<file path="src/rtl/lelo_temp_counter.sv">
// Multi-channel edge counter for lelo temperature-sensor oscillators.
// Masked channels are scanned round-robin and one saturating count per window is returned over valid/ready.
module lelo_temp_counter #(
  parameter int NCH    = 4,
  parameter int CW     = 16,
  parameter int WW     = 16,
  parameter int SETTLE = 4,
  localparam int CHW   = (NCH > 1) ? $clog2(NCH) : 1
) (
  input  logic           clk,
  input  logic           rst,
  input  logic           en,
  input  logic           start,
  input  logic           cont,
  input  logic [NCH-1:0] ch_mask,
  input  logic [WW-1:0]  win_len,
  input  logic [NCH-1:0] osc,
  output logic           out_valid,
  input  logic           out_ready,
  output logic [CW-1:0]  out_data,
  output logic [CHW-1:0] out_ch,
  output logic           out_sat,
  output logic           busy
);
  localparam int STW = $clog2(SETTLE + 1);
  localparam logic [CW-1:0]  CNT_MAX     = {CW{1'b1}};
  localparam logic [STW-1:0] SETTLE_LOAD = STW'(SETTLE - 1);

  typedef enum logic [1:0] {ST_IDLE, ST_SETTLE, ST_COUNT, ST_DONE} state_t;

  state_t         state_reg, state_next;
  logic [NCH-1:0] mask_reg, mask_next;
  logic [WW-1:0]  win_reg, win_next;
  logic [CHW-1:0] sel_reg, sel_next;
  logic [STW-1:0] settle_reg, settle_next;
  logic [WW-1:0]  wcnt_reg, wcnt_next;
  logic [CW-1:0]  count_reg, count_next;
  logic           sat_reg, sat_next;
  logic [CW-1:0]  data_reg, data_next;
  logic [CHW-1:0] ch_reg, ch_next;
  logic           osat_reg, osat_next;

  logic [NCH-1:0] edge_vec;
  logic           sel_edge;
  logic [WW-1:0]  win_eff;
  logic [CW-1:0]  cnt_upd;
  logic           sat_upd;
  logic           higher_found;
  logic [CHW-1:0] higher_ch;

  // Per-channel two-flop synchroniser plus a history flop for rising-edge detection.
  genvar gi;
  generate
    for (gi = 0; gi < NCH; gi++) begin : g_sync
      logic s1_reg, s2_reg, s3_reg;
      always_ff @(posedge clk or posedge rst) begin
        if (rst) begin
          s1_reg <= 1'b0;
          s2_reg <= 1'b0;
          s3_reg <= 1'b0;
        end else begin
          s1_reg <= osc[gi];
          s2_reg <= s1_reg;
          s3_reg <= s2_reg;
        end
      end
      assign edge_vec[gi] = s2_reg & ~s3_reg;
    end
  endgenerate

  assign sel_edge = edge_vec[sel_reg];
  assign win_eff  = (win_reg == '0) ? WW'(1) : win_reg;

  function automatic logic [CHW-1:0] lowest_bit(input logic [NCH-1:0] m);
    lowest_bit = '0;
    for (int i = NCH - 1; i >= 0; i--)
      if (m[i]) lowest_bit = CHW'(i);
  endfunction

  always_comb begin
    higher_found = 1'b0;
    higher_ch    = '0;
    for (int i = NCH - 1; i >= 0; i--) begin
      if (mask_reg[i] && (i > int'(sel_reg))) begin
        higher_found = 1'b1;
        higher_ch    = CHW'(i);
      end
    end
  end

  // An edge at full scale leaves the count pinned and flags the overflow instead.
  always_comb begin
    cnt_upd = count_reg;
    sat_upd = sat_reg;
    if (sel_edge) begin
      if (count_reg == CNT_MAX) sat_upd = 1'b1;
      else                      cnt_upd = count_reg + 1'b1;
    end
  end

  always_comb begin
    state_next  = state_reg;
    mask_next   = mask_reg;
    win_next    = win_reg;
    sel_next    = sel_reg;
    settle_next = settle_reg;
    wcnt_next   = wcnt_reg;
    count_next  = count_reg;
    sat_next    = sat_reg;
    data_next   = data_reg;
    ch_next     = ch_reg;
    osat_next   = osat_reg;

    if (!en && (state_reg != ST_IDLE)) begin
      // Abort discards the measurement in flight; the last result stays on out_data.
      state_next = ST_IDLE;
    end else begin
      case (state_reg)
        ST_IDLE: begin
          if (en && start && (ch_mask != '0)) begin
            mask_next   = ch_mask;
            win_next    = win_len;
            sel_next    = lowest_bit(ch_mask);
            settle_next = SETTLE_LOAD;
            state_next  = ST_SETTLE;
          end
        end
        ST_SETTLE: begin
          count_next = '0;
          sat_next   = 1'b0;
          if (settle_reg == '0) begin
            wcnt_next  = win_eff - 1'b1;
            state_next = ST_COUNT;
          end else begin
            settle_next = settle_reg - 1'b1;
          end
        end
        ST_COUNT: begin
          count_next = cnt_upd;
          sat_next   = sat_upd;
          if (wcnt_reg == '0) begin
            data_next  = cnt_upd;
            ch_next    = sel_reg;
            osat_next  = sat_upd;
            state_next = ST_DONE;
          end else begin
            wcnt_next = wcnt_reg - 1'b1;
          end
        end
        ST_DONE: begin
          if (out_ready) begin
            if (higher_found) begin
              sel_next    = higher_ch;
              settle_next = SETTLE_LOAD;
              state_next  = ST_SETTLE;
            end else if (cont) begin
              mask_next = ch_mask;
              win_next  = win_len;
              if (ch_mask != '0) begin
                sel_next    = lowest_bit(ch_mask);
                settle_next = SETTLE_LOAD;
                state_next  = ST_SETTLE;
              end else begin
                state_next = ST_IDLE;
              end
            end else begin
              state_next = ST_IDLE;
            end
          end
        end
        default: state_next = ST_IDLE;
      endcase
    end
  end

  always_ff @(posedge clk or posedge rst) begin
    if (rst) begin
      state_reg  <= ST_IDLE;
      mask_reg   <= '0;
      win_reg    <= '0;
      sel_reg    <= '0;
      settle_reg <= '0;
      wcnt_reg   <= '0;
      count_reg  <= '0;
      sat_reg    <= 1'b0;
      data_reg   <= '0;
      ch_reg     <= '0;
      osat_reg   <= 1'b0;
    end else begin
      state_reg  <= state_next;
      mask_reg   <= mask_next;
      win_reg    <= win_next;
      sel_reg    <= sel_next;
      settle_reg <= settle_next;
      wcnt_reg   <= wcnt_next;
      count_reg  <= count_next;
      sat_reg    <= sat_next;
      data_reg   <= data_next;
      ch_reg     <= ch_next;
      osat_reg   <= osat_next;
    end
  end

  assign out_valid = (state_reg == ST_DONE);
  assign busy      = (state_reg != ST_IDLE);
  assign out_data  = data_reg;
  assign out_ch    = ch_reg;
  assign out_sat   = osat_reg;

endmodule
</file>
<file path="config.mk">
export PLATFORM = sky130hd
export DESIGN_NAME = lelo_temp_counter
export DESIGN_NICKNAME = d
export VERILOG_FILES = /design/src/rtl/lelo_temp_counter.sv
export SDC_FILE = /design/constraint.sdc
export NUM_CORES = 1
export LEC_CHECK = 0
export ABC_AREA = 1
export CORE_MARGIN = 2
export CORE_UTILIZATION = 52
export DETAILED_ROUTE_END_ITERATION = 6
export MAX_ROUTING_LAYER = met4
export PLACE_DENSITY = 0.76
export SYNTH_ARGS = -nofsm -noshare
export SYNTH_HDL_FRONTEND = slang
export SYNTH_SLANG_ARGS = --single-unit
export TNS_END_PERCENT = 30
</file>
<file path="constraint.sdc">
create_clock -name clk -period 3.5 [get_ports clk]
set_input_delay 0.525 -clock clk [delete_from_list [all_inputs] [get_ports clk]]
set_output_delay 0.525 -clock clk [all_outputs]
set_load 0.05 [all_outputs]
</file>
==> results of run 1 <==
[critical path, stage by stage, from the launching register on]
cell and delay [ps]:
dfrtp_1 430, inv_1 110, ha_1 630, inv_2 310
nand2_1 150, nand2_1 80, inv_1 70, ha_1 160
nand2_1 120, nor2_1 250, nand2_1 110, o21ai_1 170
a31oi_1 110
[metal layers]
metal | share of wire, % | track usage [%] | wire length, µm | vias to the layer above
met5 | 0 | - | 0 | -
met4 | 1.7 | 8.84 | 187 | 0
met3 | 4.2 | 3.17 | 468 | 15
met2 | 47 | 37.6 | 5240 | 126
met1 | 47 | 31.4 | 5140 | 1992
li1 | - | - | - | 2151
[metrics by stage]
stage	worst slack [ps]	total power, mW	hold WS (ps)
6_report	657	4.74	346
5_1_grt	384	5.16	353
4_1_cts	689	4.74	347
3_5_place_dp	782	3.97	335
3_3_place_gp	941	3.90	333
2_1_floorplan	640	3.45	331
[cell type report]
type	count	share of cell area, %
clock inverter	5	1.09
timing repair buffer	53	9.07
inverter	72	4.71
tap	129	2.80
multi-input combinational	465	40.6
clock buffer	11	2.63
sequential	90	39.1
[layout by cell type, fill, tap and decap left out, types with 2 or more instances in the layout]
| master | n |
|---|---|
| nor2_4 | 4 |
| clkinv_4 | 2 |
| dfrtp_1 | 90 |
| nand3_2 | 10 |
| clkinvlp_4 | 2 |
| nand3_1 | 37 |
| nor2_2 | 4 |
| nand4_1 | 8 |
| o211ai_1 | 4 |
| xnor2_1 | 3 |
| o21ai_2 | 10 |
| nand2_1 | 204 |
| nor2_1 | 60 |
| o22ai_1 | 2 |
| or2_2 | 2 |
| a21oi_1 | 9 |
| inv_2 | 6 |
| nand2_2 | 7 |
| buf_4 | 3 |
| xor2_1 | 12 |
| clkbuf_8 | 11 |
| clkdlybuf4s50_1 | 50 |
| inv_1 | 65 |
| o21ai_1 | 39 |
| a31oi_1 | 3 |
| ha_1 | 8 |
| nor3_2 | 3 |
| o21ai_0 | 25 |
| nor3_1 | 2 |
[kinds of logic (layout without fill, tap and decap cells)]
logic type               count (synthesis)  count (layout)
buffers and inverters                   88             141
AO/OA/AOI/OAI                           97              97
adder cells (fa/ha/maj)                  8               8
flip-flops                              90              90
AND/OR/NAND/NOR                        345             345
XOR/XNOR                                15              15
[synthesized netlist by cell type, drive strengths merged]
library cell | instances | area share [%]
a21boi | 2 | 0.38
a21oi | 9 | 0.91
a22oi | 1 | 0.15
a311oi | 1 | 0.18
a31oi | 3 | 0.38
buf | 14 | 2.1
clkbuf | 2 | 0.15
dfrtp | 90 | 45
ha | 8 | 2.0
inv | 72 | 5.4
nand2 | 212 | 17
nand3 | 47 | 5.7
nand3b | 1 | 0.15
nand4 | 8 | 1.0
nor2 | 69 | 6.3
nor3 | 6 | 1.1
o2111ai | 1 | 0.18
o211ai | 4 | 0.60
o21ai | 74 | 8.2
o22ai | 2 | 0.25
or2 | 2 | 0.25
xnor2 | 3 | 0.53
xor2 | 12 | 2.1
[path summary, 6_finish.rpt]
kind / from / end / slack [ps] / cells after the start
worst max-delay path: state_reg[0] / wcnt_reg[10] / 660 / 12
worst min-delay path: g_sync[3].s1_reg / g_sync[3].s2_reg / 350 / 0
worst max register to register: state_reg[0] / wcnt_reg[10] / 660 / 12
worst min register to register: g_sync[3].s1_reg / g_sync[3].s2_reg / 350 / 0
max in group asynchronous: rst / wcnt_reg[3] / 2080 / 3
min in group asynchronous: rst / count_reg[0] / 580 / 2
[where the power goes]
part / leakage, nW / total, mW / internal [mW] / switching, mW
Combinational: 1.56 / 2.31 / 0.748 / 1.56
Clock: 0.102 / 0.760 / 0.372 / 0.388
Sequential: 1.13 / 1.68 / 1.36 / 0.319
Total: 2.80 / 4.74 / 2.48 / 2.27
==> impl.org, run 1 <==
** Outcome
- Outcome :: completed

** Logic synthesis
- Number of instances in the synthesized netlist :: 643
- Flip-flop and latch count after synthesis :: 90
- After Yosys synthesis, full adders, half adders and majority gates account for 2.01% of the synthesized area.
- Sequential cell area fraction in the yosys report :: 45.3%
- Summing the areas of all xor and xnor instances in the mapped netlist gives 2.64% of the synthesized area.
- The synthesized netlist devotes 11.2% of its cell area to compound gates.
- Mapped Nets :: 681
- Each instance of the synthesized netlist takes up on average 7.73 µm².
- Post-synthesis share of cell area spent on and, or, nand and nor gates :: 31.1%
- Netlist area before placement :: 4970 µm²
- After synthesis, the largest family of logic cells by area is simple AND/OR/NAND/NOR gates.
- Portion of netlist area occupied by mux cells :: 0%
- Synth unique cells :: 37
- Synth warn :: 0

** Clock network
- Post-CTS Hold Fix Bufs :: 0
- The H-tree generated during clock tree synthesis spans 3 levels.
- No sink is reached through more buffers than the 2 on the longest clock path.
- In this run, post-CTS repair resized a total of 0 instances.
- Clock insertion delay at the later pin of the skew report :: 360 ps
- After clock tree synthesis, the clock-pin slew on the worst setup and hold paths is 90 ps.
- The number of clock buffers added by TritonCTS is 9.
- The tree is rooted in a clkbuf_8.
- TritonCTS built the clock tree.
- For this design, the sink count on the clock tree is 90.
- Post-CTS setup repair buffer count :: 0

** Timing
- Setup repair after global routing missed its margin :: no
- Final clock period utilization by the worst path :: 81.2%
- Min cycle time layout :: 2840 ps
- Fmax achieved :: 0.352 GHz
- Clock skew after layout :: 18.0 ps
- Final sum of negative setup slack :: 0 ps
- Hold Fails Final Rpt :: 0
- The count of final max-slew check failures is 0.
- Setup violators final :: 0
- Measured slew at the worst slew-check pin :: 907 ps
- Measured against its own limit, the worst slew margin works out to 39.5%.

** Setup path
- Along the worst path, the maximum fanout reaches 20.
- The worst setup path is captured at a flip-flop.
- Worst setup path class :: flip-flop to flip-flop
- STA classifies the critical path startpoint as a flip-flop.
- At the worst endpoint, the required time is 3720 ps.
- STA puts the critical path data arrival time at 3070 ps.

** Routing
- Remaining routing DRC violations :: 0
- For this block, the via count after detailed routing is 4284.
- Iteration-0 DRC Markers :: 306
- Vias per cell :: 5.19
- The first detailed-routing pass ran for 5 iterations.
- Total routed wirelength :: 11.0 mm
- Per-cell routed wire length :: 13.4 µm
- The detail route stage leaves a number of antenna-violating nets equal to 0.

** Place
- Count of input and output buffers :: 50
- Once placement finished, the instance area stood at 5550 µm².
- Final weighted congestion in routability-driven placement :: 0.936
- In this run, placement finished with an instance count of 809.
- Once detailed placement completed, the half-perimeter wirelength came to 7.97 mm.

** GRT
- The first global-routing pass estimated 19.0 mm of wire.
- Global routing used 23.8% of the available tracks across all layers.
- Initial antenna violation count :: 0
- Total grt overflow :: 0
- Number of global-route vias before repair :: 4111
- Largest net degree at the start of global routing :: 43

** Finish
- Layout Utilization :: 62.4%
- Final non-filler cell total :: 825
- After filler insertion, the fill cell instance count of the layout stands at 814.
- Number of antenna diodes :: 0
- The post-route netlist has 10.2% of its cells at a drive strength greater than 1.
- Compared with the post-synthesis result, the final layout area differs by 15.9%.
- After routing the design area is 5770 µm².
- The multi-input combinational cells in the finished layout cover a total of 2340 µm².
- The net count of the finished layout is 729.
- Registers take 2250 µm².

** Hold path
- Worst hold-check path type :: flip-flop to flip-flop

** Floorplan
- The die covers 10400 µm².
- 51 I/O pins were placed.
- Chip Height :: 102 µm
- Row generation in the floorplan step produced 35 rows.
- Die X-Extent :: 102 µm
- Effective utilization at floorplan :: 53.8%
- Core region area :: 9240 µm²

** Flow run
- Count of max-cap constraint violations :: 0

** Power and ir drop
- Dividing total power by cell area gives a power density of 823 nW/µm².
- Maximum ir drop on the vdd rail :: 460 µV
- In this run the static leakage power is 2.80 nW.
(Power assumes the default switching activity.)
==> inputs of run 2 (changes only) <==
==> constraint.sdc (replaced) <==
create_clock -name clk -period 2.9 [get_ports clk]
set_input_delay 0.435 -clock clk [delete_from_list [all_inputs] [get_ports clk]]
set_output_delay 0.435 -clock clk [all_outputs]
set_load 0.05 [all_outputs]
==> run 2 against run 1 <==
Against the previous run: final cell count rose by 0.36%; combinational power rose by 20%; count of clock-buffer cells in the layout fell by 1; sequential share of layout area barely moved; clock skew fell by 1.3 ps; critical path depth fell by 8; critical path type is now flip-flop to primary output; largest cell class unchanged; highest routed layer unchanged.
==> impl.org, run 2 (synthesis results as in run 1) <==
** GRT
- The first global-routing pass estimated 18.7 mm of wire.
- Number of global-route vias before repair :: 4004
- Initial antenna violation count :: 0
- Met3 global-route usage :: 3.93%
- After global routing, the most crowded layer is met2.
- In the global route stage, met2 resource usage came out at 35.4%.
- Entering global routing, the biggest net connects 62 pins.
- For met1 alone, demand over resource in global routing was 33.4%.
- After global routing the overflow that remains totals 0.
- Tot GR Track Use :: 23.5%

** Timing
- Max-slew headroom :: 63.2%
- Final clock period utilization by the worst path :: 88.1%
- After layout, the minimum clock period comes to 2550 ps.
- Hold is met by 359 ps.
- Static timing analysis puts the maximum clock frequency at 0.392 GHz.
- Final sum of negative setup slack :: 0 ps
- Setup violators final :: 0
- Hold Fails Final Rpt :: 0
- The count of final max-slew check failures is 0.
- Measured slew at the worst slew-check pin :: 551 ps
- Clock skew after layout :: 16.7 ps
- Setup repair after global routing left no endpoint under its margin.

** Clock network
- Number of sinks handled by clock tree synthesis :: 90
- Buffer depth of the longest clock path :: 2
- Clock transition at path regs :: 100 ps
- Resized Gates After CTS :: 0
- Post-CTS setup repair buffer count :: 0
- The cell sitting at the root of the clock tree is a clkbuf_8.
- Clock tree from TritonCTS :: yes
- Clock insertion delay at the later pin of the skew report :: 370 ps
- The H-tree generated during clock tree synthesis spans 3 levels.
- TritonCTS created 9 clock buffers.
- Post-CTS Hold Fix Bufs :: 0

** Flow run
- The tool flagged a number of max-cap violations equal to 0.

** Outcome
- The flow ran to the end, and the final reports show no timing, DRC or antenna violations.

** Routing
- Once detail routing completed, the nets flagged for antenna violations numbered 0.
- Total routed wirelength :: 10.7 mm
- Iteration-0 DRC Markers :: 307
- After detailed routing, the number of vias per cell comes to 5.16.
- In the routed design, unresolved DRC markers number 0.
- First-pass iteration count of the detailed router :: 5
- Per-cell routed wire length :: 12.9 µm
- Detailed routing inserted a total of 4271 vias.

** Hold path
- The startpoint identified for the worst hold timing path is g_sync[3].s1_reg.
- The worst hold path belongs to the class flip-flop to flip-flop.

** Finish
- After the last flow step, the layout net total stands at 732.
- Leaving out fill and tap cells, the most frequent cell in the layout is nand2_1.
- Area growth, synth to finish :: 16.0%
- Most used cells in the layout excluding fill and tap cells :: 204 x nand2_1, 90 x dfrtp_1, 65 x inv_1
- Share of cells above drive strength 1 :: 10.4%
- With fillers left out, the area of the finished cells amounts to 5770 µm².
- Number of antenna diodes :: 0

** Setup path
- Reg2Reg Launch Point :: state_reg[0]
- Worst setup path class :: flip-flop to primary output
- Critical path origin :: state_reg[0]
- Worst Setup End Kind :: primary output
- At the worst endpoint, the arrival time is 2120 ps.
- Worst-path maximum fanout :: 5
- In this run the register-to-register setup slack is 500 ps.
- At the worst endpoint, the required time is 2470 ps.
- Category of the worst setup path launch point :: flip-flop

** Floorplan
- I/O pin count :: 51
- Chip Height :: 102 µm
- The die is 102 µm wide.
- Effective utilization at floorplan :: 53.8%
- The core region is 9240 µm².
- Area of the die :: 10400 µm²
- The floorplan has 35 rows.

** Place
- Detailed placement finished with a half-perimeter wire length of 8.06 mm.
- Summing all placed instances gives a cell area of 5590 µm².
- The congestion estimate from routability-driven global placement came to 0.943.
- Count of input and output buffers :: 50

** Power and ir drop
- Maximum ir drop on the vdd rail :: 525 µV
- Summing internal, switching and leakage power gives 5.63 mW.
- Leakage power summed over all cells :: 2.81 nW
- Power spread over the standard cell area amounts to 975 nW/µm².
-- run 2: cell types whose count changed in the layout (fill, tap and decap cells not counted), sizes merged --
cell	delta
clkbuf	-1
buf	+3
inv	+6
clkinv	-2
bufinv	-1
clkinvlp	-2
-- run 2: layout make-up --
cell class | count | area (µm²)
timing repair buffer | 56 | 558
multi-input combinational | 465 | 2340
fill | 841 | 3470
inverter | 72 | 272
sequential | 90 | 2250
clock inverter | 6 | 55.1
tap | 129 | 161
clock buffer | 10 | 128
-- run 2: power by group --
| group | internal (mW) | leakage, nW | switching (mW) | total (mW) |
|---|---|---|---|---|
| Combinational | 0.921 | 1.58 | 1.86 | 2.78 |
| Sequential | 1.64 | 1.13 | 0.370 | 2.01 |
| Clock | 0.334 | 0.0946 | 0.502 | 0.836 |
| Total | 2.90 | 2.81 | 2.73 | 5.63 |
-- run 2: metrics by stage --
step / setup WS, ps / utilization (%) / std cells
after floorplan: 130 / - / 643
after global placement: 621 / 60.5 / 812
after detailed placement: 522 / 60.5 / 812
after CTS: 325 / 62.4 / 828
after global routing: 238 / 62.4 / 828
final: 346 / 62.4 / 828
-- run 2: metal layers --
| layer | part of all wire (%) | routed length, µm |
|---|---|---|
| met2 | 46 | 4940 |
| met5 | 0 | 0 |
| met1 | 49 | 5200 |
| met4 | 1.1 | 116 |
| met3 | 4.3 | 461 |
-- run 2: path summary, 6_finish.rpt --
path / to / depth (start not counted)
max: busy / 4
min: g_sync[3].s2_reg / 0
max reg2reg: wcnt_reg[10] / 12
min reg2reg: g_sync[3].s2_reg / 0
max in group asynchronous: win_reg[0] / 3
min in group asynchronous: out_data[1] / 2
-- run 2: worst max-delay path, cell delays in order, from the launching register on --
cell and delay, ps:
dfrtp_1 420, inv_1 100, ha_1 260, inv_1 150, clkdlybuf4s50_1 830
==> inputs of run 3 (changes only) <==
--- a/config.mk
+++ b/config.mk
@@ -8,6 +8,7 @@
 export ABC_AREA = 1
 export CORE_MARGIN = 2
 export CORE_UTILIZATION = 52
+export CTS_CLUSTER_DIAMETER = 40
 export DETAILED_ROUTE_END_ITERATION = 6
 export MAX_ROUTING_LAYER = met4
 export PLACE_DENSITY = 0.76
==> results of run 3 <==
Same layout as run 2: the final DEF is identical, and so are final timing and power.
